### src/rtl/foh_interp_sequencer_if.sv
// rtl/foh_interp_sequencer_if.sv - run control, upstream handshake and datapath control bundle for the FOH sequencer
interface foh_interp_sequencer_if #(
    parameter int L_LOG2 = 3,
    parameter int DIV_W  = 8
);
    logic              ENABLE;
    logic [DIV_W-1:0]  RATE_DIV;
    logic              IN_VALID;
    logic              IN_ACK;
    logic              LOAD_A;
    logic              LOAD_B;
    logic              INIT_C;
    logic              LOAD_C;
    logic              SHIFT;
    logic              ADVANCE;
    logic              OUT_STROBE;
    logic [L_LOG2-1:0] STEP_IDX;
    logic              BUSY;
    logic              UNDERRUN;

    modport master (
        input  ENABLE, RATE_DIV, IN_VALID,
        output IN_ACK, LOAD_A, LOAD_B, INIT_C, LOAD_C, SHIFT, ADVANCE,
        output OUT_STROBE, STEP_IDX, BUSY, UNDERRUN
    );

    modport slave (
        output ENABLE, RATE_DIV, IN_VALID,
        input  IN_ACK, LOAD_A, LOAD_B, INIT_C, LOAD_C, SHIFT, ADVANCE,
        input  OUT_STROBE, STEP_IDX, BUSY, UNDERRUN
    );
endinterface

### src/rtl/foh_interp_sequencer.sv
// rtl/foh_interp_sequencer.sv - FOH interpolation sequencer: priming, rate divider, per-segment step/advance control
// Optional FOH_SEQ_UNDERRUN_HOLD_EN: on underrun keep strobing a held output instead of dropping to IDLE.
module foh_interp_sequencer #(
    parameter int L_LOG2 = 3,
    parameter int DIV_W  = 8
) (
    input  logic                 CLOCK,
    input  logic                 RESET,
    foh_interp_sequencer_if.master seq
);
    typedef enum logic [3:0] {
        S_IDLE,
        S_PRIME_A,
        S_WAIT_B,
        S_PRIME_B,
        S_SETTLE1,
        S_SETTLE2,
        S_LOADC,
        S_RUN,
        S_HOLD
    } state_t;

    localparam logic [L_LOG2-1:0] STEP_MAX = '1;
    localparam logic [DIV_W-1:0]  R_MIN    = DIV_W'(3);

    state_t            state_q, state_d;
    logic [L_LOG2-1:0] step_q, step_d;
    logic [DIV_W-1:0]  div_q, div_d;
    logic              first_q, first_d;
    logic              underrun_q, underrun_d;

    logic [DIV_W-1:0]  r_eff;
    logic              div_active;
    logic              tick;
    logic              in_ack, load_a, load_b, init_c, load_c, shift, advance, out_strobe;

    // A period of at least 4 cycles leaves room for SETTLE1/SETTLE2/LOADC between an advance and the next tick.
    assign r_eff = (seq.RATE_DIV < R_MIN) ? R_MIN : seq.RATE_DIV;

    // first_q marks the priming pass: the divider stays parked until LOADC seeds it.
    assign div_active = !first_q &&
                        (state_q == S_SETTLE1 || state_q == S_SETTLE2 || state_q == S_LOADC ||
                         state_q == S_RUN     || state_q == S_HOLD);
    assign tick       = div_active && (div_q == '0);

    always_comb begin
        state_d    = state_q;
        step_d     = step_q;
        div_d      = div_q;
        first_d    = first_q;
        underrun_d = underrun_q;
        in_ack     = 1'b0;
        load_a     = 1'b0;
        load_b     = 1'b0;
        init_c     = 1'b0;
        load_c     = 1'b0;
        shift      = 1'b0;
        advance    = 1'b0;
        out_strobe = 1'b0;

        if (div_active) begin
            div_d = tick ? r_eff : div_q - 1'b1;
        end

        case (state_q)
            S_IDLE: begin
                step_d = '0;
                div_d  = '0;
                if (seq.IN_VALID) begin
                    state_d = S_PRIME_A;
                end
            end
            S_PRIME_A: begin
                in_ack  = 1'b1;
                load_a  = 1'b1;
                state_d = S_WAIT_B;
            end
            S_WAIT_B: begin
                if (seq.IN_VALID) begin
                    state_d = S_PRIME_B;
                end
            end
            S_PRIME_B: begin
                in_ack  = 1'b1;
                load_b  = 1'b1;
                init_c  = 1'b1;
                first_d = 1'b1;
                state_d = S_SETTLE1;
            end
            S_SETTLE1: state_d = S_SETTLE2;
            S_SETTLE2: state_d = S_LOADC;
            S_LOADC: begin
                load_c  = 1'b1;
                init_c  = 1'b1;
                step_d  = '0;
                if (first_q) begin
                    div_d   = r_eff;
                    first_d = 1'b0;
                end
                state_d = S_RUN;
            end
            S_RUN: begin
                if (tick) begin
                    out_strobe = 1'b1;
                    if (step_q != STEP_MAX) begin
                        shift  = 1'b1;
                        step_d = step_q + 1'b1;
                    end else if (seq.IN_VALID) begin
                        advance = 1'b1;
                        load_a  = 1'b1;
                        load_b  = 1'b1;
                        in_ack  = 1'b1;
                        init_c  = 1'b1;
                        state_d = S_SETTLE1;
                    end else begin
                        underrun_d = 1'b1;
`ifdef FOH_SEQ_UNDERRUN_HOLD_EN
                        state_d    = S_HOLD;
`else
                        state_d    = S_IDLE;
`endif
                    end
                end
            end
`ifdef FOH_SEQ_UNDERRUN_HOLD_EN
            S_HOLD: begin
                out_strobe = tick;
                if (seq.IN_VALID) begin
                    advance = 1'b1;
                    load_a  = 1'b1;
                    load_b  = 1'b1;
                    in_ack  = 1'b1;
                    init_c  = 1'b1;
                    state_d = S_SETTLE1;
                end
            end
`endif
            default: state_d = S_IDLE;
        endcase

        // Dropping ENABLE overrides everything: no pop, no datapath action, clean return to IDLE.
        if (!seq.ENABLE) begin
            state_d    = S_IDLE;
            step_d     = '0;
            div_d      = '0;
            first_d    = 1'b0;
            underrun_d = 1'b0;
            in_ack     = 1'b0;
            load_a     = 1'b0;
            load_b     = 1'b0;
            init_c     = 1'b0;
            load_c     = 1'b0;
            shift      = 1'b0;
            advance    = 1'b0;
            out_strobe = 1'b0;
        end
    end

    always_ff @(posedge CLOCK) begin
        if (RESET) begin
            state_q    <= S_IDLE;
            step_q     <= '0;
            div_q      <= '0;
            first_q    <= 1'b0;
            underrun_q <= 1'b0;
        end else begin
            state_q    <= state_d;
            step_q     <= step_d;
            div_q      <= div_d;
            first_q    <= first_d;
            underrun_q <= underrun_d;
        end
    end

    assign seq.IN_ACK     = in_ack;
    assign seq.LOAD_A     = load_a;
    assign seq.LOAD_B     = load_b;
    assign seq.INIT_C     = init_c;
    assign seq.LOAD_C     = load_c;
    assign seq.SHIFT      = shift;
    assign seq.ADVANCE    = advance;
    assign seq.OUT_STROBE = out_strobe;
    assign seq.STEP_IDX   = step_q;
    assign seq.BUSY       = (state_q != S_IDLE);
    assign seq.UNDERRUN   = underrun_q;
endmodule

### src/flat_wrapper.sv
// flat-port wrapper written by rule: the top's interface ports become plain ports
module foh_interp_sequencer_flat 
#(
    parameter int L_LOG2 = 3,
    parameter int DIV_W  = 8
)
  (CLOCK, RESET, seq_ENABLE, seq_RATE_DIV, seq_IN_VALID, seq_IN_ACK, seq_LOAD_A, seq_LOAD_B, seq_INIT_C, seq_LOAD_C, seq_SHIFT, seq_ADVANCE, seq_OUT_STROBE, seq_STEP_IDX, seq_BUSY, seq_UNDERRUN);
  foh_interp_sequencer_if #(.L_LOG2(L_LOG2), .DIV_W(DIV_W)) seq_i ();
  input  logic CLOCK;
  input  logic RESET;
  input wire logic [$bits(seq_i.ENABLE)-1:0] seq_ENABLE;
  input wire logic [$bits(seq_i.RATE_DIV)-1:0] seq_RATE_DIV;
  input wire logic [$bits(seq_i.IN_VALID)-1:0] seq_IN_VALID;
  output wire logic [$bits(seq_i.IN_ACK)-1:0] seq_IN_ACK;
  output wire logic [$bits(seq_i.LOAD_A)-1:0] seq_LOAD_A;
  output wire logic [$bits(seq_i.LOAD_B)-1:0] seq_LOAD_B;
  output wire logic [$bits(seq_i.INIT_C)-1:0] seq_INIT_C;
  output wire logic [$bits(seq_i.LOAD_C)-1:0] seq_LOAD_C;
  output wire logic [$bits(seq_i.SHIFT)-1:0] seq_SHIFT;
  output wire logic [$bits(seq_i.ADVANCE)-1:0] seq_ADVANCE;
  output wire logic [$bits(seq_i.OUT_STROBE)-1:0] seq_OUT_STROBE;
  output wire logic [$bits(seq_i.STEP_IDX)-1:0] seq_STEP_IDX;
  output wire logic [$bits(seq_i.BUSY)-1:0] seq_BUSY;
  output wire logic [$bits(seq_i.UNDERRUN)-1:0] seq_UNDERRUN;
  assign seq_i.ENABLE = seq_ENABLE;
  assign seq_i.RATE_DIV = seq_RATE_DIV;
  assign seq_i.IN_VALID = seq_IN_VALID;
  assign seq_IN_ACK = seq_i.IN_ACK;
  assign seq_LOAD_A = seq_i.LOAD_A;
  assign seq_LOAD_B = seq_i.LOAD_B;
  assign seq_INIT_C = seq_i.INIT_C;
  assign seq_LOAD_C = seq_i.LOAD_C;
  assign seq_SHIFT = seq_i.SHIFT;
  assign seq_ADVANCE = seq_i.ADVANCE;
  assign seq_OUT_STROBE = seq_i.OUT_STROBE;
  assign seq_STEP_IDX = seq_i.STEP_IDX;
  assign seq_BUSY = seq_i.BUSY;
  assign seq_UNDERRUN = seq_i.UNDERRUN;
  foh_interp_sequencer #(.L_LOG2(L_LOG2), .DIV_W(DIV_W)) u_core (.CLOCK(CLOCK), .RESET(RESET), .seq(seq_i));
endmodule
### config.mk
export PLATFORM = sky130hd
export DESIGN_NAME = foh_interp_sequencer_flat
export DESIGN_NICKNAME = d
export VERILOG_FILES = /design/src/rtl/foh_interp_sequencer_if.sv /design/src/rtl/foh_interp_sequencer.sv /design/src/flat_wrapper.sv
export SDC_FILE = /design/constraint.sdc
export NUM_CORES = 1
export LEC_CHECK = 0
export ABC_CLOCK_PERIOD_IN_PS = 2730
export CAP_MARGIN = 20
export CORE_MARGIN = 4
export CORE_UTILIZATION = 30
export DETAILED_ROUTE_END_ITERATION = 10
export GPL_TIMING_DRIVEN = 1
export PLACE_DENSITY_LB_ADDON = 0.08
export REMOVE_ABC_BUFFERS = 1
export SLEW_MARGIN = 0
export SYNTH_ARGS = -nofsm -noshare
export SYNTH_HDL_FRONTEND = slang
export SYNTH_SLANG_ARGS = --single-unit
### constraint.sdc
create_clock -name CLOCK -period 2.73 [get_ports CLOCK]
set_clock_uncertainty 0.05 [all_clocks]
set_input_delay 0.546 -clock CLOCK [delete_from_list [all_inputs] [get_ports CLOCK]]
set_output_delay 0.546 -clock CLOCK [all_outputs]
set_load 0.01 [all_outputs]
==> impl_metrics.py <==
metrics = {
    "logic_synthesis": {
        "synthTopCellsByArea": "dfxtp_1, ha_1, a21oi_1",
        "synth_warnings": 0,
        "synth_edf_count": 0,
        "synth_most_common_cell": "nor2_1",
        "postSynthAreaPerCell_um2": 7.40,
        "synthFlopType": "dfxtp_1",
        "synth_area_mm2": 0.00126,
        "synth_seq_area_share": 0.255,
        "synth_top_area_cell": "dfxtp_1",
        "synth_top_area_share": 0.255,
        "synthCells": 170,
        "ys_ff_latch": 16,
        "synth_cell_types": 46,
        "synth_common_cells": "nor2_1, dfxtp_1, a21oi_1",
        "async_flop_share": 0,
    },
    "clock_network": {
        "cts-root-buf": "clkbuf_8",
        "cts.htree.levels": 1,
        "clock_path_buffers": 2,
        "worstSkewPairLatency_ns": 0.25,
        "cts-hold-fix-buffers": 0,
        "clk_pin_slew_ns": 0.07,
        "numCtsBuffers": 3,
        "clock_sinks": 16,
        "cts_tree": "yes",
    },
    "floorplan": {
        "rows": 23,
        "die_x_um": 72.7,
        "ioPinCount": 25,
        "initial_core_util": 0.312,
        "coreArea_mm2": 0.00403,
        "dieArea_mm2": 0.00529,
        "die-height_um": 72.7,
    },
    "power": {
        "power.total_mw": 0.489,
        "power.leakage_nw": 0.702,
        "p_per_area_mw_per_mm2": 275,
        "ir_drop_mv": 0.136,
    },
    "route": {
        "drc": 0,
        "vias": 1467,
        "wl_per_cell_um": 15.3,
        "wl_um": 4080,
        "ant_nets": 0,
        "drtIter0Drc": 43,
        "vias_per_cell": 5.49,
        "first_pass_iters": 4,
    },
    "placement": {
        "placedCellCount": 261,
        "portBuffers": 24,
        "gp_congestion": 0.865,
        "hpwl_um": 3240,
        "place_area_mm2": 0.00170,
    },
    "critical_path": {
        "critPathArrivalTime_ns": 2.06,
        "rrSetupSlack_ns": 0.43,
        "cp-end-kind": "output pin",
        "critPathRequiredTime_ns": 2.13,
        "critPathKind": "reg -> out",
        "critPathMaxFanout": 3,
        "cp-start-kind": "register",
    },
    "global_route": {
        "gr-total-overflow": 0,
        "grt_pass1_vias": 1473,
        "grt_pass1_wl_um": 6840,
        "groute.usage.overall": 0.162,
        "antenna_found_initial": 0,
        "grt_max_degree": 17,
    },
    "layout": {
        "final_cells": 267,
        "utilization": 0.441,
        "synthToLayoutAreaGrowth_pct": 41.3,
        "n_fill_cell": 428,
        "nets": 238,
        "seq_area_um2": 322,
        "diodes": 0,
        "multi_input_area_um2": 913,
        "fin_area_mm2": 0.00178,
        "layout-drive-gt1-share": 0.217,
    },
    "timing": {
        "rsz0062_at_grt": "false",
        "holdWs_ns": 0.431,
        "drv_slew": 0,
        "relSlewSlack": 0.528,
        "setup_viol": 0,
        "worst_pin_slew_ns": 0.703,
        "final-hold-violation-count": 0,
        "clock.fmax_mhz": 376,
        "layout_min_cycle_time_ns": 2.66,
        "fin_crit_sh": 0.974,
    },
    "run_status": {
        "status": "completed",
    },
    "worst_hold_path": {
        "hp-class": "reg -> reg",
    },
    "job": {
        "maxCapViolCount": 0,
    },
}
-- worst max-delay path: stages, from the launching register on --
cell     delay [ns]
dfxtp_1        0.31
inv_1          0.05
ha_1           0.17
or4b_4         0.49
nor2_1         0.14
nand4_1        0.18
buf_4          0.20
a21oi_1        0.13
buf_2          0.15
-- state kept, by name, indices dropped and copies added (netlist names) --
name,flops
u_core.seq.UNDERRUN,1
u_core.state_q,3
u_core.first_q,1
u_core.div_q,8
u_core.seq.STEP_IDX,3
-- metal layers --
metal / track usage / share of wire
met1: 0.206 / 0.46
met4: 0.0451 / 0.014
met3: 0.0248 / 0.032
met2: 0.284 / 0.49
met5: 0 / 0
-- path summary, 6_finish.rpt --
path                                                  startpoint                               end  depth (start not counted)
worst max-delay path                  u_core.div_q[0]$_SDFF_PP0_                        seq_INIT_C                          8
worst min-delay path            u_core.seq.UNDERRUN$_SDFFE_PP0P_  u_core.seq.UNDERRUN$_SDFFE_PP0P_                          2
worst max register to register    u_core.state_q[0]$_SDFFE_PP0P_        u_core.div_q[1]$_SDFF_PP0_                          8
worst min register to register  u_core.seq.UNDERRUN$_SDFFE_PP0P_  u_core.seq.UNDERRUN$_SDFFE_PP0P_                          2
-- stage by stage --
| stage | setup TNS [ns] | setup WS [ns] |
|---|---|---|
| 2_1_floorplan | 0 | 0.334 |
| 3_3_place_gp | -0.00376 | -0.00376 |
| 3_5_place_dp | -0.134 | -0.0449 |
| 4_1_cts | -0.00316 | -0.00316 |
| 5_1_grt | 0 | 0.00641 |
| 6_report | 0 | 0.0704 |
-- cells by family (layout without fill, tap and decap cells) --
logic type / after synthesis / in the layout / share of synthesized area
AO/OA/AOI/OAI: 51 / 51 / 0.260
flip-flops: 16 / 16 / 0.255
buffers and inverters: 14 / 61 / 0.0487
AND/OR/NAND/NOR: 81 / 81 / 0.359
adder cells (fa/ha/maj): 7 / 7 / 0.0696
multiplexers: 1 / 1 / 0.00796
-- where the power goes --
part	total [mW]	switching (mW)	leakage, nW	internal (mW)
sequential	0.236	0.00113	0.129	0.234
clock	0.184	0.0859	0.0216	0.0980
combinational	0.0696	0.0335	0.551	0.0360
-- timing repair --
item / in CTS / in global routing
endpoints found under the setup margin: 7 / 5
gates resized for setup: 22 / 8
setup buffers: 3 / 0
pin swaps: 5 / 2
-- layout by cell type (no fill, tap or decap), types with 2 or more instances in the layout --
| cell | Yosys | layout |
|---|---|---|
| nor2b_1 | 5 | 5 |
| or4b_4 | 0 | 2 |
| a21oi_1 | 14 | 13 |
| buf_4 | 0 | 26 |
| clkbuf_8 | 0 | 3 |
| nand3_1 | 7 | 7 |
| o211ai_1 | 3 | 3 |
| nand4_1 | 2 | 2 |
| a211oi_1 | 2 | 2 |
| nor2_1 | 17 | 17 |
| nor4_1 | 6 | 5 |
| nor3_1 | 13 | 12 |
| o21ai_0 | 11 | 11 |
| nand2b_1 | 7 | 7 |
| or4_4 | 1 | 2 |
| inv_1 | 8 | 8 |
| nand2_1 | 11 | 11 |
| o21bai_1 | 2 | 2 |
| clkdlybuf4s50_1 | 0 | 17 |
| ha_1 | 7 | 6 |
| o31ai_1 | 2 | 2 |
| a31oi_1 | 5 | 5 |
| dfxtp_1 | 16 | 15 |
| dlygate4sd2_1 | 0 | 2 |
| buf_2 | 1 | 4 |
-- layout make-up --
class                      count  share of cell area
multi-input combinational    140               0.514
tap                           50              0.0352
timing repair buffer          50               0.230
clock buffer                   3              0.0232
inverter                       8              0.0169
sequential                    16               0.181
Power figures use the tool's default switching activity.
